<file path="config.mk">
export PLATFORM = sky130hd
export DESIGN_NAME = kbdmus_spi_writer
export DESIGN_NICKNAME = d
export VERILOG_FILES = /design/src/rtl/kbdmus_pkg.sv /design/src/rtl/spi_bit_rx.sv /design/src/rtl/kbdmus_spi_writer.sv
export SDC_FILE = /design/constraint.sdc
export NUM_CORES = 1
export LEC_CHECK = 0
export CORE_MARGIN = 3
export CORE_UTILIZATION = 49
export DETAILED_ROUTE_END_ITERATION = 12
export GPL_TIMING_DRIVEN = 0
export MAX_ROUTING_LAYER = met4
export PLACE_DENSITY_LB_ADDON = 0.2
export SYNTH_ARGS = -nofsm -noshare
export SYNTH_HDL_FRONTEND = slang
export SYNTH_SLANG_ARGS = --single-unit
export TNS_END_PERCENT = 100
</file>
<file path="constraint.sdc">
create_clock -name fclk -period 1.8 [get_ports fclk]
set_input_delay 0.27 -clock fclk [delete_from_list [all_inputs] [get_ports fclk]]
set_output_delay 0.27 -clock fclk [all_outputs]
set_load 0.01 [all_outputs]
</file>
<file path="src/rtl/kbdmus_pkg.sv">
// kbdmus_pkg: shared constants for the AVR keyboard/mouse SPI writer.
//   - packet address bytes sent by the AVR
//   - packet payload lengths
//   - deframer FSM state encoding
`timescale 1ns/1ps
package kbdmus_pkg;

    localparam logic [7:0] ADDR_KBD    = 8'h10;
    localparam logic [7:0] ADDR_MUSX   = 8'h20;
    localparam logic [7:0] ADDR_MUSY   = 8'h21;
    localparam logic [7:0] ADDR_MUSBTN = 8'h22;
    localparam logic [7:0] ADDR_KJ     = 8'h23;

    localparam logic [2:0] KBD_LEN  = 3'd5;
    localparam logic [2:0] BYTE_LEN = 3'd1;

    typedef enum logic [1:0] {
        ST_IDLE   = 2'd0,
        ST_ADDR   = 2'd1,
        ST_DATA   = 2'd2,
        ST_IGNORE = 2'd3
    } state_e;

    // True for the four single-byte mouse/joystick packet addresses.
    function automatic logic is_byte_addr(input logic [7:0] a);
        return (a == ADDR_MUSX) || (a == ADDR_MUSY) ||
               (a == ADDR_MUSBTN) || (a == ADDR_KJ);
    endfunction

endpackage

</file>
<file path="src/rtl/spi_bit_rx.sv">
// spi_bit_rx: oversampling SPI slave bit receiver in the fclk domain.
// Ports:
//   clk_i, rst_n_i         fclk and synchronous active-low reset
//   spics_n_i, spick_i,    raw asynchronous SPI lines from the AVR
//   spido_i
//   byte_o                 assembled byte, valid while byte_stb_o is high
//   byte_stb_o             one-cycle pulse on the 8th accepted SCK rise
//   cs_o                   synchronized, active-high chip select
`timescale 1ns/1ps
module spi_bit_rx (
    input  logic       clk_i,
    input  logic       rst_n_i,
    input  logic       spics_n_i,
    input  logic       spick_i,
    input  logic       spido_i,
    output logic [7:0] byte_o,
    output logic       byte_stb_o,
    output logic       cs_o
);

    // Synchronizers are left unreset so they keep tracking the pins while
    // rst_n is low; the top relies on this to tell a live cs window from a
    // fresh one after reset.
    logic [1:0] cs_n_sync_q;
    logic [1:0] sck_sync_q;
    logic [1:0] do_sync_q;
    logic       sck_prev_q;

    always_ff @(posedge clk_i) begin
        cs_n_sync_q <= {cs_n_sync_q[0], spics_n_i};
        sck_sync_q  <= {sck_sync_q[0],  spick_i};
        do_sync_q   <= {do_sync_q[0],   spido_i};
        sck_prev_q  <= sck_sync_q[1];
    end

    logic cs;
    logic accept;

    assign cs     = ~cs_n_sync_q[1];
    assign accept = cs & sck_sync_q[1] & ~sck_prev_q;

    // Only 7 bits are stored: the 8th bit of a byte is taken live from the
    // synchronizer in the completing cycle.
    logic [2:0] bitcnt_q, bitcnt_d;
    logic [6:0] shift_q,  shift_d;

    always_comb begin
        bitcnt_d = bitcnt_q;
        shift_d  = shift_q;
        if (!cs) begin
            bitcnt_d = 3'd0;
        end else if (accept) begin
            bitcnt_d = bitcnt_q + 3'd1;
            shift_d  = {shift_q[5:0], do_sync_q[1]};
        end
    end

    always_ff @(posedge clk_i) begin
        if (!rst_n_i) begin
            bitcnt_q <= 3'd0;
            shift_q  <= 7'd0;
        end else begin
            bitcnt_q <= bitcnt_d;
            shift_q  <= shift_d;
        end
    end

    assign byte_o     = {shift_q, do_sync_q[1]};
    assign byte_stb_o = accept && (bitcnt_q == 3'd7);
    assign cs_o       = cs;

endmodule

</file>
<file path="src/rtl/kbdmus_spi_writer.sv">
// kbdmus_spi_writer: deframes AVR SPI packets (address byte + payload) into
// the keyboard matrix word and mouse/joystick byte with one-cycle strobes.
// Ports:
//   fclk, rst_n                       clock, synchronous active-low reset
//   spics_n, spick, spido             asynchronous SPI slave inputs
//   kbd_out[39:0], kbd_stb            keyboard word and its update pulse
//   mus_out[7:0]                      mouse/joystick payload byte
//   mus_xstb, mus_ystb, mus_btnstb,   which kind of byte mus_out holds
//   kj_stb
`timescale 1ns/1ps
module kbdmus_spi_writer
    import kbdmus_pkg::*;
(
    input  logic        fclk,
    input  logic        rst_n,
    input  logic        spics_n,
    input  logic        spick,
    input  logic        spido,
    output logic [39:0] kbd_out,
    output logic        kbd_stb,
    output logic [7:0]  mus_out,
    output logic        mus_xstb,
    output logic        mus_ystb,
    output logic        mus_btnstb,
    output logic        kj_stb
);

    logic [7:0] rx_byte;
    logic       rx_stb;
    logic       cs;

    spi_bit_rx u_rx (
        .clk_i      (fclk),
        .rst_n_i    (rst_n),
        .spics_n_i  (spics_n),
        .spick_i    (spick),
        .spido_i    (spido),
        .byte_o     (rx_byte),
        .byte_stb_o (rx_stb),
        .cs_o       (cs)
    );

    state_e      state_q, state_d;
    logic [2:0]  len_q,   len_d;
    logic [2:0]  cnt_q,   cnt_d;
    logic [7:0]  addr_q,  addr_d;
    // First four keyboard bytes; the fifth is appended live at commit.
    logic [31:0] stage_q, stage_d;
    logic [39:0] kbd_q,   kbd_d;
    logic [7:0]  mus_q,   mus_d;
    logic        kbd_stb_q, kbd_stb_d;
    logic        xstb_q,    xstb_d;
    logic        ystb_q,    ystb_d;
    logic        btnstb_q,  btnstb_d;
    logic        kjstb_q,   kjstb_d;
    // Previous cs; resets to 1 so a cs window already open at reset release
    // is not mistaken for a new packet.
    logic        cs_prev_q;
    logic [2:0]  cnt_inc;

    assign cnt_inc = cnt_q + 3'd1;

    always_comb begin
        state_d   = state_q;
        len_d     = len_q;
        cnt_d     = cnt_q;
        addr_d    = addr_q;
        stage_d   = stage_q;
        kbd_d     = kbd_q;
        mus_d     = mus_q;
        kbd_stb_d = 1'b0;
        xstb_d    = 1'b0;
        ystb_d    = 1'b0;
        btnstb_d  = 1'b0;
        kjstb_d   = 1'b0;

        if (!cs) begin
            state_d = ST_IDLE;
            cnt_d   = 3'd0;
        end else begin
            case (state_q)
                ST_IDLE: begin
                    if (!cs_prev_q) begin
                        state_d = ST_ADDR;
                        cnt_d   = 3'd0;
                    end
                end
                ST_ADDR: begin
                    if (rx_stb) begin
                        addr_d = rx_byte;
                        cnt_d  = 3'd0;
                        if (rx_byte == ADDR_KBD) begin
                            state_d = ST_DATA;
                            len_d   = KBD_LEN;
                        end else if (is_byte_addr(rx_byte)) begin
                            state_d = ST_DATA;
                            len_d   = BYTE_LEN;
                        end else begin
                            state_d = ST_IGNORE;
                        end
                    end
                end
                ST_DATA: begin
                    if (rx_stb) begin
                        stage_d = {stage_q[23:0], rx_byte};
                        cnt_d   = cnt_inc;
                        if (cnt_inc == len_q) begin
                            state_d = ST_IGNORE;
                            if (addr_q == ADDR_KBD) begin
                                kbd_d     = {stage_q, rx_byte};
                                kbd_stb_d = 1'b1;
                            end else begin
                                mus_d = rx_byte;
                                case (addr_q)
                                    ADDR_MUSX:   xstb_d   = 1'b1;
                                    ADDR_MUSY:   ystb_d   = 1'b1;
                                    ADDR_MUSBTN: btnstb_d = 1'b1;
                                    default:     kjstb_d  = 1'b1;
                                endcase
                            end
                        end
                    end
                end
                default: ; // ST_IGNORE: wait for cs to drop
            endcase
        end
    end

    always_ff @(posedge fclk) begin
        if (!rst_n) begin
            state_q   <= ST_IDLE;
            len_q     <= 3'd0;
            cnt_q     <= 3'd0;
            addr_q    <= 8'h00;
            stage_q   <= 32'd0;
            kbd_q     <= 40'd0;
            mus_q     <= 8'h00;
            kbd_stb_q <= 1'b0;
            xstb_q    <= 1'b0;
            ystb_q    <= 1'b0;
            btnstb_q  <= 1'b0;
            kjstb_q   <= 1'b0;
            cs_prev_q <= 1'b1;
        end else begin
            state_q   <= state_d;
            len_q     <= len_d;
            cnt_q     <= cnt_d;
            addr_q    <= addr_d;
            stage_q   <= stage_d;
            kbd_q     <= kbd_d;
            mus_q     <= mus_d;
            kbd_stb_q <= kbd_stb_d;
            xstb_q    <= xstb_d;
            ystb_q    <= ystb_d;
            btnstb_q  <= btnstb_d;
            kjstb_q   <= kjstb_d;
            cs_prev_q <= cs;
        end
    end

    assign kbd_out    = kbd_q;
    assign kbd_stb    = kbd_stb_q;
    assign mus_out    = mus_q;
    assign mus_xstb   = xstb_q;
    assign mus_ystb   = ystb_q;
    assign mus_btnstb = btnstb_q;
    assign kj_stb     = kjstb_q;

endmodule

</file>
==> flow_summary.rst <==
.. list-table::
   :header-rows: 1

   * - Metric
     - Value
   * - Fraction of power consumed by the clock network
     - 0.548
   * - Met1 track demand over resource
     - 0.268
   * - Hold buffer count at cts
     - 0
   * - Starting density of the core
     - 0.511
   * - Worst endpoint data arrival time
     - 2.35 ns
   * - Violations in the final reports
     - negative setup slack
   * - Clock tree from TritonCTS
     - built
   * - Int Pwr
     - 4.91 mW
   * - Standby leakage power
     - 2.11 nW
   * - Critical path capture point type
     - flip-flop
   * - Yosys warnings
     - 0
   * - Routed wire length
     - 10900 um
   * - Htree depth
     - 4
   * - Area growth syn-to-layout
     - 35.9%
   * - Vias in the first global route
     - 3588
   * - EDFF count, synth
     - 0
   * - Required time at the endpoint of the critical path
     - 2.22 ns
   * - Number of distinct library cell variants in the gate-level netlist after synthesis
     - 36
   * - Top Usage Layer GRT
     - met2
   * - Minimum period implied by the final worst setup slack
     - 1.93 ns
   * - Period utilization
     - 1.07
   * - Final count of hold timing violations
     - 0
   * - Final weighted congestion in routability-driven placement
     - 0.837
   * - Largest incremental delay on the critical path
     - 0.36 ns
   * - Worst path buffer plus inverter count
     - 2
   * - Cells traversed along the worst timing path
     - ha_4 -> ha_4 -> and4bb_2 -> and2_4 -> and4_4 -> buf_12 -> buf_8 -> mux2i_2
   * - Die Outline Area
     - 10400 um2
   * - Delay-heaviest family, CP
     - simple AND/OR/NAND/NOR gates
   * - Post-layout nets
     - 599
   * - Gate count after technology mapping
     - 498
   * - Syn Std Cell Area
     - 4520 um2
   * - IR drop worst, VDD
     - 0.740 mV
   * - Die Width
     - 102 um
   * - Placeable core area
     - 8850 um2
   * - Sequential area share after synthesis
     - 0.523
   * - Number of iterations in the first detailed-routing pass
     - 6
   * - Aggregate global routing overflow
     - 0
   * - Number of clock sinks
     - 118
   * - Per-cell routed wire length
     - 15.4 um
   * - Proportion of total power due to net switching
     - 0.199
   * - Worst slew pin tran
     - 0.676 ns
   * - Most frequent cells in the layout
     - nand2_1 (169), dfxtp_1 (114), mux2i_1 (57), clkdlybuf4s50_1 (57), a21oi_1 (46)
   * - Worst-skew pair later-pin latency
     - 0.51 ns
   * - Worst Setup Path Type
     - flip-flop to flip-flop
   * - Num rows
     - 34
   * - Clock-pin slew of the registers on the worst-case setup and hold paths
     - 0.06 ns
   * - Max-cap violations
     - 0
   * - Portion of total power attributed to sequential cells
     - 0.430
   * - Post-synth top area cell
     - dfxtp_1
   * - Highest clock rate
     - 519 MHz
   * - Max clock buf depth
     - 2
   * - Category of the worst setup path launch point
     - flip-flop
   * - Setup slack of the critical path after layout
     - -0.128 ns
   * - Most frequent standard cell in the layout excluding fill and tap cells
     - nand2_1
   * - Number of antenna violations at the first check in global routing
     - 0
   * - Final clock skew
     - 0.00877 ns
   * - Count of cell instances traversed by the critical path
     - 8
   * - NetSw
     - 1.22 mW
   * - Synth Area per Inst
     - 9.07 um2
   * - DRC viols
     - 0
   * - Dominant combinational cell family by area after synthesis
     - simple AND/OR/NAND/NOR gates
   * - Final Max Tran Viols
     - 0
   * - Finish-stage setup viols
     - 44
   * - First-pass GRT wire length
     - 17300 um
   * - Peak fanout along the critical path
     - 5
   * - I/O pins
     - 58
   * - Xor-xnor portion of the synthesized cell area
     - 0.00914
   * - Cell types occupying the most area after synthesis
     - dfxtp_1 (52%), nand2_1 (14%), mux2i_1 (13%), a21oi_1 (5.2%), ha_1 (1.9%)
   * - Crit path top cell by count
     - ha_4
   * - Post-synthesis net count
     - 510
   * - Routed via count
     - 3753
   * - Violation count after the first detailed-route iteration
     - 175
   * - Primary flip-flop cell chosen by synthesis mapping
     - dfxtp_1
   * - M3 GR Usage
     - 0.0560
   * - Global-route usage over all layers
     - 0.222
   * - Final antenna-violating net count
     - 0
   * - Port Buffers
     - 57
   * - Fraction of the mapped netlist area in compound gates
     - 0.0659
   * - Share of cell area taken by muxes after synthesis
     - 0.131
   * - Cell Pwr Density
     - 999 nW/um2
   * - Status
     - finished, violations left
   * - Flops & latches, synth
     - 118
   * - Pin count of the biggest net entering global routing
     - 17
   * - RSZ-0062 raised after global routing
     - true
   * - Met2 GRT Util
     - 0.361
   * - Number of clock buffers inserted by TritonCTS
     - 17
   * - Vertical extent of the die
     - 102 um
   * - Avg Vias per Cell
     - 5.31
   * - Setup TNS after final layout
     - -3.24 ns
   * - Worst reg-to-reg path cell count
     - 8
   * - Logic gate share of total power
     - 0.021
   * - Hold WC Path Type
     - input pin to flip-flop
   * - Clk root buf
     - clkbuf_8
   * - Adder-Cell Fraction of Synth Area
     - 0.0194
   * - Detail Placement HPWL
     - 6830 um
   * - Basic-gate share of the synthesized area counting and, or, nand and nor cells
     - 0.205
   * - Number of antenna repair diodes
     - 0
   * - Number of cells on the worst hold path
     - 1
   * - Cell type of the slowest stage on the worst timing path
     - dfxtp_2
   * - Worst slew margin
     - 0.550
   * - Share of the core filled with cells in the final layout
     - 0.694
   * - Synth async-reset ratio
     - 0
   * - Fraction of layout cells with a size suffix above 1
     - 0.129
   * - Proportion of netlist area held by the largest area contributor
     - 0.523
[power by group through the flow]
stage / logic, mW / clock network [mW] / registers (mW)
2_1_floorplan: 0.0824 / 0 / 2.69
4_1_cts: 0.126 / 3.39 / 2.64
6_report: 0.130 / 3.36 / 2.64
3_3_place_gp: 0.118 / 0 / 2.69
5_1_grt: 0.144 / 3.53 / 2.64
3_5_place_dp: 0.121 / 0 / 2.69
[Yosys cell counts (2+ instances only)]
| library cell | number |
|---|---|
| nand2_1 | 169 |
| dfxtp_1 | 118 |
| mux2i_1 | 59 |
| a21oi_1 | 47 |
| clkbuf_1 | 20 |
| nor2_1 | 16 |
| nand3_1 | 8 |
| ha_1 | 7 |
| inv_1 | 6 |
| buf_2 | 5 |
| buf_12 | 4 |
| nor2b_1 | 4 |
| nor4_1 | 4 |
| nand2b_1 | 3 |
| nor4b_1 | 3 |
| and2_1 | 2 |
| nor3_1 | 2 |
| o21ai_0 | 2 |
| xnor2_1 | 2 |
[what timing repair did]
item | CTS | global route
gates resized for setup | 27 | 21
pin swaps | 6 | 5
setup buffers | 8 | 3
endpoints found under the setup margin | 94 | 96
gates cloned | 2 | 3
[cell type report]
type	instances	area, um2
plain buffers	30	219
clock buffers	24	480
clock inverters	7	119
fillers	669	2710
inverters	6	22.5
multi-input cells	344	2050
flip-flops and latches	118	2370
well taps	108	135
repair buffers	70	744
[stage by stage]
stage	std cells	hold slack (ns)	worst slack (ns)	power, mW	area, um2
floorplan	498	0.298	0.0295	2.77	4520
global placement	663	0.310	-0.370	2.81	5220
detailed placement	663	0.315	-0.478	2.81	5220
CTS	704	0.191	-0.127	6.16	6030
global route	707	0.201	-0.164	6.32	6140
finish	707	0.206	-0.128	6.13	6140
[state kept, by name (all words and copies together) (netlist names), 2 cells and up]
| signal | cells |
|---|---|
| kbd_out | 40 |
| len_q | 2 |
| stage_q | 32 |
| u_rx.cs_n_sync_q | 2 |
| u_rx.do_sync_q | 2 |
| cnt_q | 3 |
| u_rx.shift_q | 7 |
| addr_q | 8 |
| state_q | 2 |
| u_rx.bitcnt_q | 3 |
| u_rx.sck_sync_q | 2 |
| mus_out | 8 |
[metal layers]
layer / vias to the layer above / part of all wire
met5: - / 0
met4: 0 / 0.016
met3: 16 / 0.045
met2: 110 / 0.51
met1: 1798 / 0.43
li1: 1829 / -
[cell families after synthesis]
group / Yosys count
AND/OR/NAND/NOR: 219
flip-flops: 118
multiplexers: 59
AO/OA/AOI/OAI: 56
buffers and inverters: 36
adder cells (fa/ha/maj): 7
XOR/XNOR: 3
[path summary, 6_finish.rpt]
kind	startpoint	endpoint	slack [ns]
hold / removal	spick	u_rx.sck_sync_q[0]	0.21
setup / recovery	u_rx.bitcnt_q[1]	kbd_out[20]	-0.13
setup reg to reg	u_rx.bitcnt_q[1]	kbd_out[20]	-0.13
hold reg to reg	u_rx.sck_sync_q[0]	u_rx.sck_sync_q[1]	0.33
No activity file was read; power rests on OpenSTA's default activity.
